===== config.mk =====
export PLATFORM = sky130hd
export DESIGN_NAME = nibble_add_seq
export DESIGN_NICKNAME = d
export VERILOG_FILES = /design/src/rtl/nibble_add_seq.sv
export SDC_FILE = /design/constraint.sdc
export NUM_CORES = 1
export LEC_CHECK = 0
export BUFFER_PORTS_ARGS = -buffer_cell sky130_fd_sc_hd__buf_2
export CAP_MARGIN = 20
export CORE_MARGIN = 8
export CORE_UTILIZATION = 45
export DETAILED_ROUTE_END_ITERATION = 16
export PLACE_DENSITY = 0.7
export SYNTH_ARGS = -nofsm -noshare
export SYNTH_HDL_FRONTEND = slang
export SYNTH_SLANG_ARGS = --single-unit

===== constraint.sdc =====
create_clock -name clk -period 4 [get_ports clk]
set_clock_uncertainty 0.1 [all_clocks]
set_input_delay 0 -clock clk [delete_from_list [all_inputs] [get_ports clk]]
set_output_delay 0 -clock clk [all_outputs]
set_load 0.005 [all_outputs]

===== src/rtl/nibble_add_seq.sv =====
// nibble_add_seq: multi-cycle W-bit adder (W = 4*NIBBLES). A single 4-bit
// ripple-carry adder is time-shared across the operand nibbles, least
// significant nibble first, with the nibble carry held in a register.
// Flow: IDLE --start--> ADD (NIBBLES cycles) --> DONE (one cycle) --> IDLE.
// sum, cout and ovf are registered and hold until the next accepted start.

module nibble_add_seq #(
    parameter int NIBBLES = 4
) (
    input  logic                   clk,
    input  logic                   rst,
    input  logic                   start,
    input  logic [4*NIBBLES-1:0]   a,
    input  logic [4*NIBBLES-1:0]   b,
    input  logic                   cin,
    output logic                   busy,
    output logic                   done,
    output logic [4*NIBBLES-1:0]   sum,
    output logic                   cout,
    output logic                   ovf
);

    localparam int W      = 4 * NIBBLES;
    localparam int IDX_LOG = $clog2(NIBBLES + 1);
    localparam int IDXW   = (IDX_LOG < 1) ? 1 : IDX_LOG;

    typedef enum logic [1:0] {
        IDLE = 2'd0,
        ADD  = 2'd1,
        DONE = 2'd2
    } state_t;

    // One full-adder cell: returns {carry, sum}; carry is the majority of the inputs.
    function automatic logic [1:0] full_add(input logic x, input logic y, input logic ci);
        logic s;
        logic co;
        s  = x ^ y ^ ci;
        co = (x & y) | (x & ci) | (y & ci);
        return {co, s};
    endfunction

    state_t            state_r;
    state_t            state_nxt_s;
    logic [W-1:0]      a_r;
    logic [W-1:0]      b_r;
    logic              carry_r;
    logic [IDXW-1:0]   idx_r;
    logic [W-1:0]      sum_r;
    logic              cout_r;
    logic              ovf_r;
    logic              busy_r;
    logic              done_r;

    logic [3:0]        a_nib_s;
    logic [3:0]        b_nib_s;
    logic [4:0]        c_s;
    logic [3:0]        add_sum_s;
    logic [W-1:0]      sum_upd_s;
    logic              last_s;

    assign busy = busy_r;
    assign done = done_r;
    assign sum  = sum_r;
    assign cout = cout_r;
    assign ovf  = ovf_r;

    assign last_s = (idx_r == IDXW'(NIBBLES - 1));

    // Select the operand nibbles addressed by idx (AND-OR mux, no out-of-range index).
    always_comb begin
        a_nib_s = 4'd0;
        b_nib_s = 4'd0;
        for (int i = 0; i < NIBBLES; i++) begin
            a_nib_s = a_nib_s | (a_r[4*i +: 4] & {4{idx_r == IDXW'(i)}});
            b_nib_s = b_nib_s | (b_r[4*i +: 4] & {4{idx_r == IDXW'(i)}});
        end
    end

    // The single shared 4-bit ripple-carry adder built from four full-adder cells.
    always_comb begin
        c_s       = 5'd0;
        add_sum_s = 4'd0;
        c_s[0]    = carry_r;
        for (int k = 0; k < 4; k++) begin
            {c_s[k+1], add_sum_s[k]} = full_add(a_nib_s[k], b_nib_s[k], c_s[k]);
        end
    end

    // Merge the adder result into the addressed nibble of sum; other nibbles keep their value.
    always_comb begin
        sum_upd_s = sum_r;
        for (int i = 0; i < NIBBLES; i++) begin
            sum_upd_s[4*i +: 4] = (idx_r == IDXW'(i)) ? add_sum_s : sum_r[4*i +: 4];
        end
    end

    // Next-state logic for the IDLE/ADD/DONE sequencer.
    always_comb begin
        state_nxt_s = state_r;
        case (state_r)
            IDLE: begin
                if (start) begin
                    state_nxt_s = ADD;
                end else begin
                    state_nxt_s = IDLE;
                end
            end
            ADD: begin
                if (last_s) begin
                    state_nxt_s = DONE;
                end else begin
                    state_nxt_s = ADD;
                end
            end
            DONE: begin
                state_nxt_s = IDLE;
            end
            default: begin
                state_nxt_s = IDLE;
            end
        endcase
    end

    // State register plus busy/done, registered from the next state so they track the state exactly.
    always_ff @(posedge clk or posedge rst) begin
        if (rst) begin
            state_r <= IDLE;
            busy_r  <= 1'b0;
            done_r  <= 1'b0;
        end else begin
            state_r <= state_nxt_s;
            busy_r  <= (state_nxt_s == ADD);
            done_r  <= (state_nxt_s == DONE);
        end
    end

    // Datapath: operand capture on start, one nibble per ADD cycle, final carry/overflow on the last nibble.
    always_ff @(posedge clk or posedge rst) begin
        if (rst) begin
            a_r     <= '0;
            b_r     <= '0;
            carry_r <= 1'b0;
            idx_r   <= '0;
            sum_r   <= '0;
            cout_r  <= 1'b0;
            ovf_r   <= 1'b0;
        end else begin
            case (state_r)
                IDLE: begin
                    if (start) begin
                        a_r     <= a;
                        b_r     <= b;
                        carry_r <= cin;
                        idx_r   <= '0;
                        sum_r   <= '0;
                    end else begin
                        a_r     <= a_r;
                        b_r     <= b_r;
                    end
                end
                ADD: begin
                    sum_r   <= sum_upd_s;
                    carry_r <= c_s[4];
                    idx_r   <= idx_r + IDXW'(1);
                    if (last_s) begin
                        cout_r <= c_s[4];
                        ovf_r  <= c_s[3] ^ c_s[4];
                    end else begin
                        cout_r <= cout_r;
                        ovf_r  <= ovf_r;
                    end
                end
                DONE: begin
                    idx_r <= idx_r;
                end
                default: begin
                    idx_r <= '0;
                end
            endcase
        end
    end

endmodule

# After elaboration in Yosys (flattened, before gate mapping)
# Cells that the tools add are included.
[word_totals]
out_inout_bits = 20
register_bits = 58
[op_classes]
n_addsub = 1
bitwise_logic = 44
n_mux = 13
reduce_logical = 11
eq_ne = 12
[ops]
columns = ["operator", "count"]
rows = [
  ["$and A4 B4 Y4", 8],
  ["$pmux W16 S2", 1],
  ["$or A4 B4 Y4", 6],
  ["$mux W16", 1],
  ["$mux W4", 4],
  ["$and A1 B1 Y1", 12],
  ["$reduce_and A3 Y1", 4],
  ["$ne A2 B2 Y1 const B", 5],
  ["$pmux W3 S3", 1],
  ["$xor A1 B1 Y1", 9],
  ["$or A1 B1 Y1", 8],
  ["$reduce_and A2 Y1", 4],
  ["$eq A3 B2 Y1 const B", 2],
  ["$eq A2 B1 Y1 const B", 2],
  ["$eq A2 B2 Y1 const B", 2],
  ["$pmux W2 S2", 1],
  ["$add A3 B1 Y3 const B", 1],
  ["$eq A3 B1 Y1 const B", 1],
  ["$logic_not A3 Y1", 1],
  ["$mux W3", 1],
  ["$logic_not A2 Y1", 1],
  ["$mux W1", 2],
  ["$mux W2", 1],
  ["$pmux W1 S2", 1],
  ["2 further kinds", 2],
]

# Depth between registers and ports, before layout
# Gate-level depths: netlist of run 1.
[logic_depth]
ltp_word = 18
mapped_depth = 14

# Worst setup path before layout of run 1
# No wires, ideal clock.
[synth_timing]
kind = "reg2reg"
startpoint = "reg idx_r[2]"
endpoint = "reg sum_r[15], in the netlist sum[15]"
required_ns = 3.779
arrival_ns = 3.241
path_stages_with_launch = 14
path_buffers = 2
path_slack_ns = 0.538
setup_ns = 0.121
cell_sequence = "dfrtp_1 clkbuf_1 inv_1 ha_1 clkbuf_1 nand2_1 o21ai_0 fa_1 inv_1 fa_1 fa_1 fa_1 o22ai_1 a22o_1"
[synth_between]
elab_chain_cells = 17
word_cells_on_any_way = 39
cone_classes = "4 x eq/ne; 2 x mux; 31 x bitwise; 2 x reduce/logical"
[synth_rtl]
columns = ["element", "line_no", "source"]
rows = [
  ["start: declaration", "47", "logic [IDXW-1:0] idx_r;"],
  ["start signal: assignment", "164", "idx_r <= idx_r + IDXW'(1);"],
  ["start signal: assignment", "174", "idx_r <= idx_r;"],
  ["$eq A3 B1 Y1 / $logic_not A3 Y1 (equally long branches)", "74, 75", ""],
  ["$and A4 B4 Y4 (on tied branches)", "74, 75", ""],
  ["$or A4 B4 Y4 (on tied branches) (3 in series)", "74, 75", ""],
  ["$and A1 B1 Y1", "38", "co = (x & y) | (x & ci) | (y & ci);"],
  ["$or A1 B1 Y1 (2 in series)", "38", ""],
  ["$and A1 B1 Y1", "38", ""],
  ["$or A1 B1 Y1 (2 in series)", "38", ""],
  ["$and A1 B1 Y1", "38", ""],
  ["$or A1 B1 Y1 (2 in series)", "38", ""],
  ["$xor A1 B1 Y1", "37", "s = x ^ y ^ ci;"],
  ["$mux W4", "93", "sum_upd_s[4*i +: 4] = (idx_r == IDXW'(i)) ? add_sum_s : sum_r[4*i +: 4];"],
  ["$pmux W16 S2", "148", "case (state_r)"],
  ["end signal: assignment", "162", "sum_r <= sum_upd_s;"],
  ["end: declaration", "48", "logic [W-1:0] sum_r;"],
]
# Parallel ways exist; a longest one is shown, timed or not. The select of a mux whose other input is x is not followed.
# A chain may end at the register's enable or synchronous reset.

# Worst setup path after layout of run 1
[layout_timing]
startpoint = "reg idx_r[0]"
endpoint = "reg sum_r[15], in the netlist sum[15]"
# Same word-level chain as after synthesis.

==> results of run 1 <==
timing repair:
action                    4_1_cts  5_1_grt
setup buffers                   0        0
hold buffers                   35        0
hold endpoints to repair       93        0
area by class of cell:
cell class / count / area, µm²
well taps: 72 / 90.1
flip-flops and latches: 58 / 1450
fillers: 446 / 2080
clock buffers: 12 / 145
repair buffers: 95 / 663
inverters: 12 / 45.0
multi-input cells: 119 / 1050
clock inverters: 3 / 40.0
cell usage after synthesis:
cell and n:
nand3_1 1, a222oi_1 8, fa_1 4, nand2_1 8
o21ai_0 5, and2b_1 1, nor2_1 10, o21bai_1 1
nor3b_4 1, inv_1 12, mux2_2 32, a21oi_1 10
buf_6 3, xnor2_1 1, a22o_1 9, nand2b_1 3
buf_2 2, mux2_1 2, o2bb2ai_1 9, o22ai_1 3
nand3b_1 1, nor2b_1 1, ha_1 5, nor3b_2 1
and4bb_2 3, dfrtp_1 58, clkbuf_1 5
cells by family after synthesis:
family,count (synthesis),synth area share
flip-flops,58,0.555
AO/OA/AOI/OAI,45,0.130
multiplexers,34,0.146
AND/OR/NAND/NOR,30,0.0694
buffers and inverters,22,0.0412
adder cells (fa/ha/maj),9,0.0546
XOR/XNOR,1,0.00335
per-stage QoR:
stage	area (µm²)	setup slack, ns	std cells
6_report	3490	0.429	371
5_1_grt	3490	0.272	371
4_1_cts	3490	0.457	371
3_5_place_dp	2950	0.459	321
3_3_place_gp	2950	0.609	321
2_1_floorplan	2610	0.538	199
tightest hold or removal path: cells and delay by family:
kind,cells,cell delay (ns)
buf+inv,4,1.23
routing by layer:
layer / part of all wire / wire (µm) / global-route usage / vias to the layer above
li1: - / - / - / 919
met1: 0.44 / 2660 / 0.190 / 940
met2: 0.48 / 2900 / 0.237 / 56
met3: 0.069 / 414 / 0.0636 / 6
met4: 0.0098 / 59 / 0.0443 / 0
met5: 0 / 0 / 0 / -
registers in the layout, summed over array words and instances (netlist names):
name	flops
busy	1
done	1
b_r	16
carry_r	1
a_r	16
sum	16
state_r	2
idx_r	3
cout	1
ovf	1
power groups by stage:
stage / sequential (µW) / clock (µW) / combinational [µW]
floorplan: 974 / 0 / 986
global placement: 1060 / 0 / 1260
detailed placement: 1060 / 0 / 1290
CTS: 1050 / 520 / 1330
global route: 1080 / 547 / 1470
finish: 1040 / 505 / 1320
final timing paths:
check,startpoint,slack [ns],endpoint
min in group clk,b[14],0.34,b_r[14]$_DFFE_PP0P_
max reg2reg,idx_r[0]$_DFFE_PP0P_,0.43,sum[15]$_DFFE_PP0P_
max in group asynchronous,rst,3.02,sum[9]$_DFFE_PP0P_
min,rst,0.30,sum[2]$_DFFE_PP0P_
min reg2reg,sum[1]$_DFFE_PP0P_,0.38,sum[1]$_DFFE_PP0P_
max,idx_r[0]$_DFFE_PP0P_,0.43,sum[15]$_DFFE_PP0P_
==> qor.csv, run 1 <==
metric,value,unit
CTS resizes,0,
Mapped Area,0.00261,mm²
die width,92.2,µm
mean area per synthesized cell,13.1,µm²
critical path buffer and inverter count,2,
Die Ht,92.2,µm
worst-path fanout max,10,
first-pass GRT wire length,10300,µm
"commonest cells after routing, fill and taps aside","dfrtp_1, buf_2, dlygate4sd3_1, mux2_2, inv_1",
row count,27,
ant diodes,0,
slowest CP cell,fa_1,
nets,340,
post-synthesis cell type count,27,
Root Buffer,clkbuf_8,
1st-pass router iterations,4,
largest area contributor in the netlist,dfrtp_1,
final cycle utilization of the critical path,0.893,
worst stage delay on the critical path,0.60,ns
Gate power share,0.460,
"commonest non-fill, non-tap cell in the layout",dfrtp_1,
yosys warns,0,
family with the most delay on the worst path,adder cells,
Leak Pwr,0.00163,µW
worst slew pin tran,0.705,ns
post-DR vias/cell,5.18,
Routed WL,6030,µm
Fin. Hold Viols,0,
RSZ-0062 raised after global routing,false,
die area,0.00850,mm²
switch share,0.369,
Area contributors post-synth,"dfrtp_1, mux2_2, a222oi_1",
Hold Slack,0.305,ns
H-tree Lvls,3,
# DRC,0,
Setup TNS Final,0,ns
gpl congestion,0.804,
largest net degree at the start of global routing,59,
crit path cell chain,inv_1 -> ha_1 -> a222oi_1 -> o21ai_0 -> fa_1 -> inv_1 -> fa_1 -> fa_1 -> fa_1 -> o22ai_1 -> a22o_1,
sequential power share,0.364,
global route overflow,0,
synthesis-stage register bit count,58,
area delta synth->final,33.5,%
Worst path depth,11,
critical setup path kind,register to register,
Worst Hold Class,input port to async pin,
Int Power,1810,µW
final antenna-violating net count,0,
CTS sink count,58,
Final Max Tran Viols,0,
number of port buffers,55,
syn_nets,244,
Fmax,280,MHz
Worst Path Arrival,3.69,ns
worst-case reg-to-reg path depth,11,
All-Layer GR Usage,0.153,
Clk network pwr share,0.176,
setup violators final,0,
Top Ports,56,
total power draw,2870,µW
initial antenna violation count,0,
Starting Density,0.469,
number of buffers created by CTS,9,
Worst slew margin,0.530,
Core Area,0.00557,mm²
Routed wire per std cell,16.2,µm
max-cap viol count,0,
Pwr Density,822,mW/mm²
DRT iter0 DRCs,116,
Final min period,3.57,ns
"Clk pin slew, worst setup/hold paths",0.06,ns
via count,1921,
vias in the first global route,2037,
Post-Syn Instances,199,
switching power,1060,µW
CP Capture Type,register,
Worst-Skew Late Latency,0.33,ns
status,completed,
CTS tree,built,
hpwl dp,4110,µm
Worst EP required,4.12,ns
post-synthesis sequential area ratio,0.555,
Yosys top cell area share,0.555,
fin util,0.626,
startpoint class of the critical path,register,
Max VDD drop,0.481,mV
layout cell share with drive strength beyond 1,0.371,
maximum buffer depth of the clock tree,2,
CP most frequent cell,fa_1,
Power figures use the tool's default switching activity.
==> run 2, diff against run 1 <==
--- a/config.mk
+++ b/config.mk
@@ -7,10 +7,13 @@
 export LEC_CHECK = 0
 export BUFFER_PORTS_ARGS = -buffer_cell sky130_fd_sc_hd__buf_2
 export CAP_MARGIN = 20
+export CELL_PAD_IN_SITES_DETAIL_PLACEMENT = 0
+export CELL_PAD_IN_SITES_GLOBAL_PLACEMENT = 1
 export CORE_MARGIN = 8
-export CORE_UTILIZATION = 45
+export CORE_UTILIZATION = 43
 export DETAILED_ROUTE_END_ITERATION = 16
-export PLACE_DENSITY = 0.7
+export PLACE_DENSITY = 0.81
+export SETUP_SLACK_MARGIN = 0.05
 export SYNTH_ARGS = -nofsm -noshare
 export SYNTH_HDL_FRONTEND = slang
 export SYNTH_SLANG_ARGS = --single-unit
==> run 2 against run 1 <==
Sequential power is essentially flat. Global-route usage fell by 0.20 points. Total power rose by 3.0%. Die area increased by 3.8%. Clock power rose by 17%. Highest routed layer unchanged.
==> qor.csv, run 2 (synthesized netlist as in run 1, its figures left out) <==
metric,value,unit,change
number of port buffers,55,,unchanged
Register Area,0.00145,mm²,unchanged
# DRC,0,,unchanged
layout cell share with drive strength beyond 1,0.375,,was 0.371
1st-pass router iterations,5,,was 4
largest net degree at the start of global routing,59,,unchanged
area delta synth->final,34.9,%,was 33.5%
"commonest non-fill, non-tap cell in the layout",dfrtp_1,,unchanged
Top Ports,56,,unchanged
Starting Density,0.444,,was 0.469
final cycle utilization of the critical path,0.886,,was 0.893
CTS resizes,0,,unchanged
Final Max Tran Viols,0,,unchanged
CTS sink count,58,,unchanged
Leak Pwr,0.00164,µW,was 0.00163 µW
Multi-input gate area,0.00105,mm²,unchanged
Worst-Skew Late Latency,0.34,ns,was 0.33 ns
RSZ-0062 raised after global routing,false,,unchanged
Setup TNS Final,0,ns,unchanged
Worst slew margin,0.525,,was 0.530
Final min period,3.54,ns,was 3.57 ns
first-pass GRT wire length,10300,µm,about the same
Fmax,282,MHz,was 280 MHz
status,completed,,unchanged
Routed wire per std cell,16.5,µm,was 16.2 µm
Worst EP required,4.14,ns,was 4.12 ns
Core Area,0.00589,mm²,was 0.00557 mm²
H-tree Lvls,3,,unchanged
Routed WL,6160,µm,was 6030 µm
worst slew pin tran,0.712,ns,was 0.705 ns
"commonest cells after routing, fill and taps aside","dfrtp_1, buf_2, dlygate4sd3_1, mux2_2, inv_1",,unchanged
via count,1959,,was 1921
startpoint class of the critical path,register,,unchanged
All-Layer GR Usage,0.151,,was 0.153
final antenna-violating net count,0,,unchanged
hpwl dp,4060,µm,was 4110 µm
critical setup path kind,register to register,,unchanged
Pwr Density,837,mW/mm²,was 822 mW/mm²
row count,28,,was 27
maximum buffer depth of the clock tree,2,,unchanged
cell area after layout,0.00353,mm²,was 0.00349 mm²
global route overflow,0,,unchanged
vias in the first global route,2013,,was 2037
setup violators final,0,,unchanged
worst-path fanout max,10,,unchanged
Worst Hold Class,input port to async pin,,unchanged
Post-DP Area,0.00296,mm²,was 0.00295 mm²
gpl congestion,0.848,,was 0.804
die area,0.00883,mm²,was 0.00850 mm²
Fin. Hold Viols,0,,unchanged
post-DR vias/cell,5.24,,was 5.18
nets,340,,unchanged
initial antenna violation count,0,,unchanged
Root Buffer,clkbuf_8,,unchanged
Max VDD drop,0.455,mV,was 0.481 mV
"Clk pin slew, worst setup/hold paths",0.07,ns,was 0.06 ns
DRT iter0 DRCs,139,,was 116
total power draw,2950,µW,was 2870 µW
Die Ht,94.0,µm,was 92.2 µm
Worst Path Arrival,3.68,ns,was 3.69 ns
CTS tree,built,,unchanged
FILL cells,479,,was 446
max-cap viol count,0,,unchanged
die width,94.0,µm,was 92.2 µm
CP Capture Type,register,,unchanged
number of buffers created by CTS,9,,unchanged
ant diodes,0,,unchanged
run 2: worst paths after layout:
| kind | endpoint | cells past startpoint | from | slack [ns] |
|---|---|---|---|---|
| setup reg to reg | sum[15]$_DFFE_PP0P_ | 11 | idx_r[0]$_DFFE_PP0P_ | 0.46 |
| hold reg to reg | sum[1]$_DFFE_PP0P_ | 1 | sum[1]$_DFFE_PP0P_ | 0.39 |
| max in group asynchronous | idx_r[2]$_DFFE_PP0P_ | 4 | rst | 3.02 |
| min in group clk | a_r[9]$_DFFE_PP0P_ | 3 | a[9] | 0.32 |
| setup / recovery | sum[15]$_DFFE_PP0P_ | 11 | idx_r[0]$_DFFE_PP0P_ | 0.46 |
| hold / removal | b_r[0]$_DFFE_PP0P_ | 4 | rst | 0.30 |
run 2: area by class of cell:
| type | instances | area share |
|---|---|---|
| sequential | 58 | 0.412 |
| inverter | 12 | 0.0128 |
| multi-input combinational | 119 | 0.299 |
| timing repair buffer | 95 | 0.188 |
| clock buffer | 11 | 0.0401 |
| tap | 75 | 0.0266 |
| clock inverter | 4 | 0.0216 |
run 2: critical path: stages, from the launching register on:
cell,delay [ns]
dfrtp_1,0.41
inv_1,0.09
ha_1,0.40
a222oi_1,0.19
o21ai_0,0.25
fa_1,0.21
inv_1,0.05
fa_1,0.37
fa_1,0.43
fa_1,0.61
o22ai_1,0.11
a22o_1,0.23
run 2: routing by layer:
metal,part of all wire,track usage,up-vias
met5,0,0,-
met4,0.024,0.0872,0
met3,0.057,0.0392,11
met2,0.47,0.226,54
met1,0.45,0.192,976
li1,-,-,918
run 2: through the flow:
stage / utilization / worst slack, ns / cells / hold WS (ns)
5_1_grt: 0.599 / 0.255 / 374 / 0.326
2_1_floorplan: - / 0.538 / 199 / 0.0347
3_5_place_dp: 0.503 / 0.468 / 324 / 0.130
6_report: 0.599 / 0.457 / 374 / 0.299
3_3_place_gp: 0.503 / 0.591 / 324 / 0.121
4_1_cts: 0.599 / 0.460 / 374 / 0.305
run 2: what timing repair did:
action                    4_1_cts  5_1_grt
setup buffers                   0        0
hold buffers                   35        0
hold endpoints to repair       93        0
run 2: power breakdown:
group          internal [µW]  switching (µW)
logic                    661             668
registers                848             182
clock network            365             228
total                   1870            1080
==> run 3, diff against run 2 <==
--- a/config.mk
+++ b/config.mk
@@ -11,8 +11,10 @@
 export CELL_PAD_IN_SITES_GLOBAL_PLACEMENT = 1
 export CORE_MARGIN = 8
 export CORE_UTILIZATION = 43
+export CTS_BUF_LIST = sky130_fd_sc_hd__clkbuf_4 sky130_fd_sc_hd__clkbuf_8 sky130_fd_sc_hd__clkbuf_16
 export DETAILED_ROUTE_END_ITERATION = 16
 export PLACE_DENSITY = 0.81
+export REMOVE_ABC_BUFFERS = 1
 export SETUP_SLACK_MARGIN = 0.05
 export SYNTH_ARGS = -nofsm -noshare
 export SYNTH_HDL_FRONTEND = slang
==> run 3 against run 2 <==
First-iteration DRC count decreased by 38%. Critical path type unchanged. Utilization down 0.74 points. Global-route usage is 0.14 points lower.
==> qor.csv, run 3 (synthesized netlist as in run 1, its figures left out) <==
metric,value,unit,change
CTS tree,built,,unchanged
worst slew pin tran,0.817,ns,was 0.712 ns
cell area after layout,0.00348,mm²,was 0.00353 mm²
CP Capture Type,register,,unchanged
Leak Pwr,0.00162,µW,was 0.00164 µW
DRT iter0 DRCs,86,,was 139
Core Area,0.00589,mm²,unchanged
H-tree Lvls,3,,unchanged
final cycle utilization of the critical path,0.891,,was 0.886
met2 WL post-DR,2710,µm,was 2900 µm
final antenna-violating net count,0,,unchanged
Routed WL,6070,µm,was 6160 µm
Clk network pwr share,0.179,,was 0.201
RSZ-0062 raised after global routing,false,,unchanged
status,completed,,unchanged
Fin. Hold Viols,0,,unchanged
post-DR vias/cell,5.21,,was 5.24
layout cell share with drive strength beyond 1,0.374,,was 0.375
Pwr Density,819,mW/mm²,was 837 mW/mm²
Reg2Reg Launch Point,idx_r[0]$_DFFE_PP0P_,,unchanged
setup violators final,0,,unchanged
hpwl dp,4130,µm,was 4060 µm
Register Area,0.00145,mm²,unchanged
worst-case reg-to-reg path depth,11,,unchanged
Multi-input gate area,0.00105,mm²,unchanged
All-Layer GR Usage,0.149,,was 0.151
# DRC,0,,unchanged
Gate power share,0.456,,was 0.450
largest net degree at the start of global routing,59,,unchanged
Routed wire per std cell,16.3,µm,was 16.5 µm
RR Endpoint,sum[15]$_DFFE_PP0P_,,unchanged
Final min period,3.56,ns,was 3.54 ns
startpoint class of the critical path,register,,unchanged
"Clk pin slew, worst setup/hold paths",0.07,ns,about the same
FILL cells,501,,was 479
max-cap viol count,0,,unchanged
via count,1938,,was 1959
Die Ht,94.0,µm,unchanged
Worst Hold Class,input port to async pin,,unchanged
die area,0.00883,mm²,unchanged
final cell count without fillers,372,,was 374
Setup TNS Final,0,ns,unchanged
Worst Path Arrival,3.69,ns,was 3.68 ns
1st-pass router iterations,4,,was 5
number of buffers created by CTS,9,,unchanged
Int Power,1790,µW,was 1870 µW
area delta synth->final,33.2,%,was 34.9%
Worst-Skew Late Latency,0.34,ns,about the same
Worst EP required,4.12,ns,was 4.14 ns
sequential power share,0.365,,was 0.349
Max VDD drop,0.391,mV,was 0.455 mV
maximum buffer depth of the clock tree,2,,unchanged
"commonest non-fill, non-tap cell in the layout",dfrtp_1,,unchanged
ant diodes,0,,unchanged
wire length on met1,2880,µm,was 2760 µm
Fmax,281,MHz,was 282 MHz
switch share,0.373,,was 0.365
met3 wire length,400,µm,was 353 µm
global route overflow,0,,unchanged
initial antenna violation count,0,,unchanged
critical setup path kind,register to register,,unchanged
Starting Density,0.444,,unchanged
switching power,1060,µW,was 1080 µW
CTS sink count,58,,unchanged
number of port buffers,55,,unchanged
gpl congestion,0.797,,was 0.848
Root Buffer,clkbuf_8,,unchanged
row count,28,,unchanged
Post-DP Area,0.00294,mm²,was 0.00296 mm²
Final Max Tran Viols,0,,unchanged
worst-path fanout max,10,,unchanged
nets,338,,was 340
vias in the first global route,1987,,was 2013
total power draw,2850,µW,was 2950 µW
Worst slew margin,0.455,,was 0.525
first-pass GRT wire length,10300,µm,about the same
Post-CTS Setup Inserts,0,,unchanged
placed insts,322,,was 324
"commonest cells after routing, fill and taps aside","dfrtp_1, buf_2, dlygate4sd3_1, mux2_2, clkbuf_8",,"was dfrtp_1, buf_2, dlygate4sd3_1, mux2_2, inv_1"
Top Ports,56,,unchanged
fin util,0.592,,was 0.599
Reg2Reg Setup Slack,0.44,ns,was 0.46 ns
die width,94.0,µm,unchanged
top sig layer,met4,,unchanged
[run 3: cell types whose count changed in the layout (fill, tap and decap cells not counted), sizes merged]
cell	before	now
buf	60	58
bufinv	2	0
clkinv	1	2
clkinvlp	1	0
clkbuf	11	13
[run 3: timing repair]
item / in CTS / in global routing
hold buffers: 35 / 0
gates resized for setup: 0 / 0
endpoints found under the hold margin: 93 / 0
[run 3: stage by stage]
| step | worst slack [ns] | hold slack, ns |
|---|---|---|
| floorplan | 0.750 | 0.0347 |
| global route | 0.311 | 0.323 |
| global placement | 0.599 | 0.120 |
| detailed placement | 0.473 | 0.134 |
| finish | 0.437 | 0.291 |
| CTS | 0.449 | 0.322 |
[run 3: worst max path at each step]
stage | endpoint | cells after the start | startpoint | slack (ns)
floorplan | sum[15]$_DFFE_PP0P_ | 11 | idx_r[2]$_DFFE_PP0P_ | 0.75
global placement | sum[15]$_DFFE_PP0P_ | 11 | idx_r[0]$_DFFE_PP0P_ | 0.60
detailed placement | sum[15]$_DFFE_PP0P_ | 11 | idx_r[0]$_DFFE_PP0P_ | 0.47
CTS | sum[15]$_DFFE_PP0P_ | 11 | idx_r[0]$_DFFE_PP0P_ | 0.45
global route | sum[15]$_DFFE_PP0P_ | 11 | idx_r[0]$_DFFE_PP0P_ | 0.31
finish | sum[15]$_DFFE_PP0P_ | 11 | idx_r[0]$_DFFE_PP0P_ | 0.44
[run 3: per-layer routing]
metal | GRT usage | vias to the layer above
met1 | 0.200 | 959
met5 | 0 | -
met3 | 0.0472 | 11
li1 | - | 912
met4 | 0.0594 | 0
met2 | 0.218 | 56
[run 3: area by class of cell]
type / count / area share
clock buffers: 13 / 0.0514
clock inverters: 2 / 0.00287
inverters: 12 / 0.0129
multi-input cells: 119 / 0.303
flip-flops and latches: 58 / 0.417
well taps: 75 / 0.0269
repair buffers: 93 / 0.186
[run 3: worst max-delay path, stage by stage, from the launching register on]
cell	delay (ns)
dfrtp_1	0.42
inv_1	0.10
ha_1	0.41
a222oi_1	0.18
o21ai_0	0.26
fa_1	0.21
inv_1	0.05
fa_1	0.37
fa_1	0.43
fa_1	0.60
o22ai_1	0.11
a22o_1	0.23
[run 3: power by group through the flow]
stage,sequential (µW),combinational [µW],clock (µW)
final,1040,1300,511
after global routing,1080,1430,545
after CTS,1040,1310,516
after detailed placement,1050,1280,0
after global placement,1050,1240,0
after floorplan,991,940,0
